**config.mk**
```make
export PLATFORM = sky130hd
export DESIGN_NAME = break_value_scanner
export DESIGN_NICKNAME = d
export VERILOG_FILES = /design/src/rtl/sat_pkg.sv /design/src/rtl/break_value_scanner_lfsr32.sv /design/src/rtl/break_value_scanner.sv
export SDC_FILE = /design/constraint.sdc
export NUM_CORES = 1
export LEC_CHECK = 0
export CORE_MARGIN = 1.5
export CORE_UTILIZATION = 46
export DETAILED_ROUTE_END_ITERATION = 10
export PLACE_DENSITY = 0.87
export SYNTH_ARGS = -nofsm -noshare
export SYNTH_HDL_FRONTEND = slang
export SYNTH_SLANG_ARGS = --single-unit
```
**constraint.sdc**
```tcl
create_clock -name clk -period 3.7 [get_ports clk]
set_clock_uncertainty 0.15 [all_clocks]
set_input_delay 0.37 -clock clk [delete_from_list [all_inputs] [get_ports clk]]
set_output_delay 0.37 -clock clk [all_outputs]
set_load 0.03 [all_outputs]
```
**src/rtl/sat_pkg.sv**
```systemverilog
// Shared definitions for the WalkSAT break-value scanner: scanner states,
// LFSR constants, default sizing and a width helper.
package sat_pkg;

  localparam logic [31:0] LFSR_TAPS    = 32'h8020_0003;
  localparam logic [31:0] SEED_DEFAULT = 32'hACE1_2357;

  localparam int MC_DEFAULT       = 20;
  localparam int NSAT_DEFAULT     = 3;
  localparam int NUM_VARS_DEFAULT = 1024;

  typedef enum logic [1:0] {
    IDLE,
    READ,
    EVAL,
    DONE
  } state_e;

  // Index width that stays at least one bit wide for single-entry ranges.
  function automatic int idx_width(input int n);
    return (n > 1) ? $clog2(n) : 1;
  endfunction

endpackage

```
**src/rtl/break_value_scanner_lfsr32.sv**
```systemverilog
// 32-bit Galois LFSR, right-shifting, advancing every clock. The seed is
// loaded while reset is high and must be nonzero.
module lfsr32
  import sat_pkg::*;
(
  input  logic        clk,
  input  logic        reset,
  input  logic [31:0] seed_i,
  output logic [31:0] value_o
);

  logic [31:0] lfsr_q;

  // Shift right each cycle; fold the taps back in when a one falls out.
  always_ff @(posedge clk or posedge reset) begin
    if (reset) begin
      lfsr_q <= seed_i;
    end else begin
      // NOTE: registers are written with <= so every flop samples pre-edge values.
      lfsr_q <= lfsr_q[0] ? ((lfsr_q >> 1) ^ LFSR_TAPS) : (lfsr_q >> 1);
    end
  end

  assign value_o = lfsr_q;

endmodule

```
**src/rtl/break_value_scanner.sv**
```systemverilog
// WalkSAT break-value scanner. Takes one unsatisfied clause, walks each
// enabled variable's occurrence list and counts clauses that would become
// unsatisfied if that variable flipped. Optional macro BREAK_EARLY_EXIT_EN
// stops the scan as soon as one variable finishes with a zero break value.
module break_value_scanner
  import sat_pkg::*;
#(
  parameter int          MAX_CLAUSES_PER_VARIABLE = MC_DEFAULT,
  parameter int          NSAT                     = NSAT_DEFAULT,
  parameter int          NUM_VARS                 = NUM_VARS_DEFAULT,
  parameter logic [31:0] SEED                     = SEED_DEFAULT
) (
  input  logic                            clk,
  input  logic                            reset,
  input  logic                            clause_valid_i,
  output logic                            clause_ready_o,
  input  logic [NSAT*$clog2(NUM_VARS)-1:0] var_ids_i,
  input  logic [NSAT-1:0]                 var_en_i,
  output logic                            occ_rd_en_o,
  output logic [$clog2(NUM_VARS)+$clog2(MAX_CLAUSES_PER_VARIABLE)-1:0] occ_rd_addr_o,
  input  logic                            occ_valid_i,
  input  logic                            occ_lit_true_i,
  input  logic [$clog2(NSAT+1)-1:0]       occ_true_count_i,
  output logic [NSAT*$clog2(MAX_CLAUSES_PER_VARIABLE)-1:0] break_values_o,
  output logic [NSAT-1:0]                 break_values_valid_o,
  output logic [31:0]                     random_o,
  output logic                            result_valid_o,
  input  logic                            result_ready_i,
  output logic                            busy_o
);

  localparam int MC  = MAX_CLAUSES_PER_VARIABLE;
  localparam int MCB = $clog2(MC);
  localparam int VB  = $clog2(NUM_VARS);
  localparam int TCW = $clog2(NSAT + 1);
  localparam int KB  = idx_width(NSAT);
  localparam logic [MCB-1:0] CNT_MAX   = {MCB{1'b1}};
  localparam logic [MCB-1:0] SLOT_LAST = MCB'(MC - 1);

  state_e                     state_q;
  logic [NSAT-1:0][VB-1:0]    ids_q;
  logic [NSAT-1:0]            en_q;
  logic [KB-1:0]              k_q;
  logic [MCB-1:0]             slot_q;
  logic [NSAT-1:0][MCB-1:0]   cnt_q;
  logic [NSAT-1:0]            valid_q;
  logic [31:0]                random_q;
  logic                       result_valid_q;

  logic [31:0]    lfsr_value;
  logic [KB-1:0]  first_k, next_k;
  logic           first_found, next_found;
  logic           crit_hit, var_end, stop_early;
  logic [MCB-1:0] cnt_cur, cnt_d;

  lfsr32 u_lfsr (
    .clk    (clk),
    .reset  (reset),
    .seed_i (SEED),
    .value_o(lfsr_value)
  );

  // Lowest enabled literal of the offered clause, and the next enabled
  // literal above the one currently being scanned.
  always_comb begin
    // NOTE: every comb output gets a default first so no latch is inferred.
    first_k     = '0;
    first_found = 1'b0;
    next_k      = '0;
    next_found  = 1'b0;
    for (int j = NSAT - 1; j >= 0; j--) begin
      if (var_en_i[j]) begin
        first_k     = KB'(j);
        first_found = 1'b1;
      end
      if (en_q[j] && (j > int'(k_q))) begin
        next_k     = KB'(j);
        next_found = 1'b1;
      end
    end
  end

  // Saturating break counter update from the occurrence read data.
  always_comb begin
    crit_hit = occ_valid_i && occ_lit_true_i && (occ_true_count_i == TCW'(1));
    cnt_cur  = cnt_q[k_q];
    cnt_d    = (crit_hit && (cnt_cur != CNT_MAX)) ? cnt_cur + 1'b1 : cnt_cur;
    var_end  = !occ_valid_i || (slot_q == SLOT_LAST);
  end

`ifdef BREAK_EARLY_EXIT_EN
  // A finished variable with no breaks is the selector's pick already.
  assign stop_early = (cnt_d == '0);
`else
  assign stop_early = 1'b0;
`endif

  // Scanner FSM: latch clause, alternate READ/EVAL per slot, hold result.
  always_ff @(posedge clk or posedge reset) begin
    if (reset) begin
      // NOTE: the latched clause is a handful of flops, so it is reset like any other state.
      state_q        <= IDLE;
      ids_q          <= '0;
      en_q           <= '0;
      k_q            <= '0;
      slot_q         <= '0;
      cnt_q          <= '0;
      valid_q        <= '0;
      random_q       <= '0;
      result_valid_q <= 1'b0;
    end else begin
      case (state_q)
        IDLE: begin
          if (clause_valid_i) begin
            ids_q   <= var_ids_i;
            en_q    <= var_en_i;
            cnt_q   <= '0;
            valid_q <= '0;
            slot_q  <= '0;
            k_q     <= first_k;
            state_q <= first_found ? READ : DONE;
          end
        end
        READ: state_q <= EVAL;
        EVAL: begin
          cnt_q[k_q] <= cnt_d;
          if (var_end) begin
            valid_q[k_q] <= 1'b1;
            slot_q       <= '0;
            if (stop_early || !next_found) begin
              state_q        <= DONE;
              result_valid_q <= 1'b1;
              random_q       <= lfsr_value;
            end else begin
              k_q     <= next_k;
              state_q <= READ;
            end
          end else begin
            slot_q  <= slot_q + 1'b1;
            state_q <= READ;
          end
        end
        DONE: begin
          // An empty clause arrives here straight from IDLE; publish one cycle later.
          if (!result_valid_q) begin
            result_valid_q <= 1'b1;
            random_q       <= lfsr_value;
          end else if (result_ready_i) begin
            result_valid_q <= 1'b0;
            state_q        <= IDLE;
          end
        end
        default: state_q <= IDLE;
      endcase
    end
  end

  assign clause_ready_o       = (state_q == IDLE);
  assign busy_o               = (state_q != IDLE);
  assign occ_rd_en_o          = (state_q == READ);
  assign occ_rd_addr_o        = occ_rd_en_o ? {ids_q[k_q], slot_q} : '0;
  assign break_values_o       = cnt_q;
  assign break_values_valid_o = valid_q;
  assign random_o             = random_q;
  assign result_valid_o       = result_valid_q;

endmodule

```
==> out/results.txt <==
Initial Utilization: 47.31%
slowest stage delay, CP: 0.65 ns
syn avg cell area: 13.59 um2
post_cts resized: 0
cell family with most CP delay: buffers and inverters
Worst EP required: 3.18 ns
DRT Wirelength: 11320 um
router iterations before antenna repair: 5
standard-cell rows: 38
vias in the first global route: 3661
chip width: 108.8 um
Post-Syn Area: 5151 um2
post-synthesis to final-layout area growth: 35.71%
Crit path depth: 4
final antenna-violating net count: 0
clk_lat worst skew: 0.52 ns
Die Ht: 108.8 um
Reg area: 3123 um2
# H-tree levels: 4
largest net degree at the start of global routing: 125
fraction of layout cells with a size suffix above 1: 24.71%
DRC viols: 0
largest family of logic cells by synthesized area: multiplexers
top-area cell type share of the netlist area: 52.47%
Setup TNS: 0 ns
Tmin final: 3.187 ns
Tcrit/Tclk final: 86.15%
cell count after synthesis: 379
first-pass GRT wire length: 18450 um
mux share of post-synthesis cell area: 19.72%
hold depth: 0
cts hold-fix bufs: 0
Slew @ Worst Pin: 0.6758 ns
crit path max-delay cell type: dfrtp_1
Max Buffers Root-to-Sink: 2
port bufs: 109
top post-synthesis cells by area: dfrtp_1 (52%), mux2_4 (8.7%), dfstp_2 (8.2%)
grt ovf: 0
Core Util, Final: 64.20%
postcts setup bufs: 0
synthesized net count: 423
post-synthesis cell type count: 44
Clk Tree Root Cell: clkbuf_8
Crit. End Element: output port
count leader, synth: dfrtp_1
Clock transition at path regs: 0.06 ns
number of synthesized flops with an enable pin: 0
CP startpoint kind: register
core area: 10890 um2
asr flop ratio synth: 100.0%
number of nets in the layout: 541
Post-Synth XOR/XNOR Area: 1.360%
Clock Sinks: 124
wire per inst: 17.42 um
VDD IR-drop max: 0.0003392 V
Pleak: 3.174 nW
Overall Global Routing Usage: 21.06%
area of the multi-input gates: 1907 um2
critical path class: register to output port
I/O pin cnt: 110
worst hold path type: register to register
outcome: finished, final reports clean
Crit path buffers/inverters: 2
Inserted Clock Buffers: 17
R2R cell count: 10
GP Congestion: 0.8650
CTS tree: yes
dpl hpwl: 7678 um
Final Max Tran Viols: 0
Top FF cell, synth: dfrtp_1
RSZ-0062 raised after global routing: false
ordered cell list for the critical path: nand2b_1, inv_1, and2_1, clkdlybuf4s50_1
post-synthesis sequential area ratio: 60.63%
critical path arrival: 2.67 ns
PD cells: 697.2 nW/um2
ANT cells: 0
synth warn: 0
via/cell ratio: 5.231
initial antenna violation count: 0
Post-Synth Adder-Cell Area: 0.7287%
fill cell total of the finished layout: 822
First DRT Iteration DRCs: 132
maxcap violations: 0
relative slew slack: 54.60%
Synth Area in Compound Gates: 6.704%
die area: 11840 um2
Commonest cells post-synth: dfrtp_1 (108), mux2_2 (36), nor2_1 (34)
Synth Register Bits: 124
Synth Area in Simple Gates: 8.258%
Worst Path Max Fanout: 16
Final Hold Fails: 0
Synth area leader: dfrtp_1
final setup violation count: 0
fmax: 313.7 MHz
via count: 3400
-- layout make-up --
type | count | share of cell area [%]
inverter | 9 | 0.5370
clock inverter | 12 | 2.381
tap | 140 | 2.506
clock buffer | 20 | 6.086
multi-input combinational | 229 | 27.28
sequential | 124 | 44.68
timing repair buffer | 116 | 16.54
-- sequential cells by signal, summed over array words and instances, names as in the netlist --
| name | flops |
|---|---|
| ids_q | 30 |
| u_lfsr.value_o | 32 |
| random_o | 32 |
| break_values_valid_o | 3 |
| slot_q | 5 |
| k_q | 2 |
| break_values_o | 15 |
| state_q | 2 |
| en_q | 2 |
| result_valid_o | 1 |
-- placed cells by master (no fill, tap or decap), types with 2 or more instances in the layout --
cell	Yosys	layout
nand3_1	2	2
buf_4	0	6
nand2_1	18	18
dfrtp_1	108	108
bufinv_16	0	3
inv_1	9	8
clkbuf_1	7	3
nand4_1	2	2
mux2i_1	16	16
and2_1	5	5
nor3_1	4	3
nand3b_1	2	2
o21ai_0	11	11
nor2_1	34	34
a21oi_1	17	17
xor2_1	6	6
mux2_4	30	30
nor2b_1	4	4
mux2_2	36	36
clkinv_4	0	5
dfstp_2	16	16
nand2b_1	5	5
clkdlybuf4s50_1	0	109
nor3_2	1	2
clkinvlp_4	0	2
o2bb2ai_1	2	2
nand4b_1	3	3
a22o_1	10	10
clkbuf_16	0	16
ha_1	3	3
xnor2_1	2	2
-- logic make-up after synthesis --
| kind of cell | after synthesis |
|---|---|
| DFF | 124 |
| and+or+nand+nor | 86 |
| muxes | 82 |
| AOI/OAI and AO/OA | 50 |
| buffers and inverters | 26 |
| xor gates and xnor gates | 8 |
| adders and majority gates | 3 |
-- final timing paths --
check | startpoint | end | slack (ns)
max | state_q[1] | occ_rd_addr_o[3] | 0.51
min | u_lfsr.value_o[10] | u_lfsr.value_o[9] | 0.22
max reg2reg | k_q[0] | break_values_o[3] | 0.67
min reg2reg | u_lfsr.value_o[10] | u_lfsr.value_o[9] | 0.22
max in group asynchronous | reset | break_values_o[14] | 2.66
min in group asynchronous | reset | random_o[16] | 0.25
-- report_power, final --
group          internal, W  total, W  switching [W]
registers          0.00160   0.00180       0.000202
clock network      0.00104   0.00165       0.000611
logic             0.000654   0.00143       0.000773
total              0.00329   0.00487        0.00159
-- layer usage --
layer | wire length, um | track usage (%) | up-vias
met2 | 5781 | 35.31 | 96
met3 | 598 | 5.738 | 28
met4 | 310 | 10.24 | 0
met5 | 0 | 0 | -
li1 | - | - | 1566
met1 | 4632 | 25.07 | 1710
-- per-stage QoR --
| stage | std cells | total power (W) | worst slack [ns] | cell area (um2) | hold slack [ns] |
|---|---|---|---|---|---|
| 2_1_floorplan | 379 | 0.002809 | 1.108 | 5155 | 0.2010 |
| 3_3_place_gp | 618 | 0.003188 | 0.8340 | 6399 | 0.2046 |
| 3_5_place_dp | 618 | 0.003254 | 0.7252 | 6399 | 0.2058 |
| 4_1_cts | 650 | 0.004912 | 0.4603 | 6990 | 0.2191 |
| 5_1_grt | 650 | 0.005114 | 0.2776 | 6990 | 0.2213 |
| 6_report | 650 | 0.004874 | 0.5125 | 6990 | 0.2176 |
No activity file was read; power rests on OpenSTA's default activity.
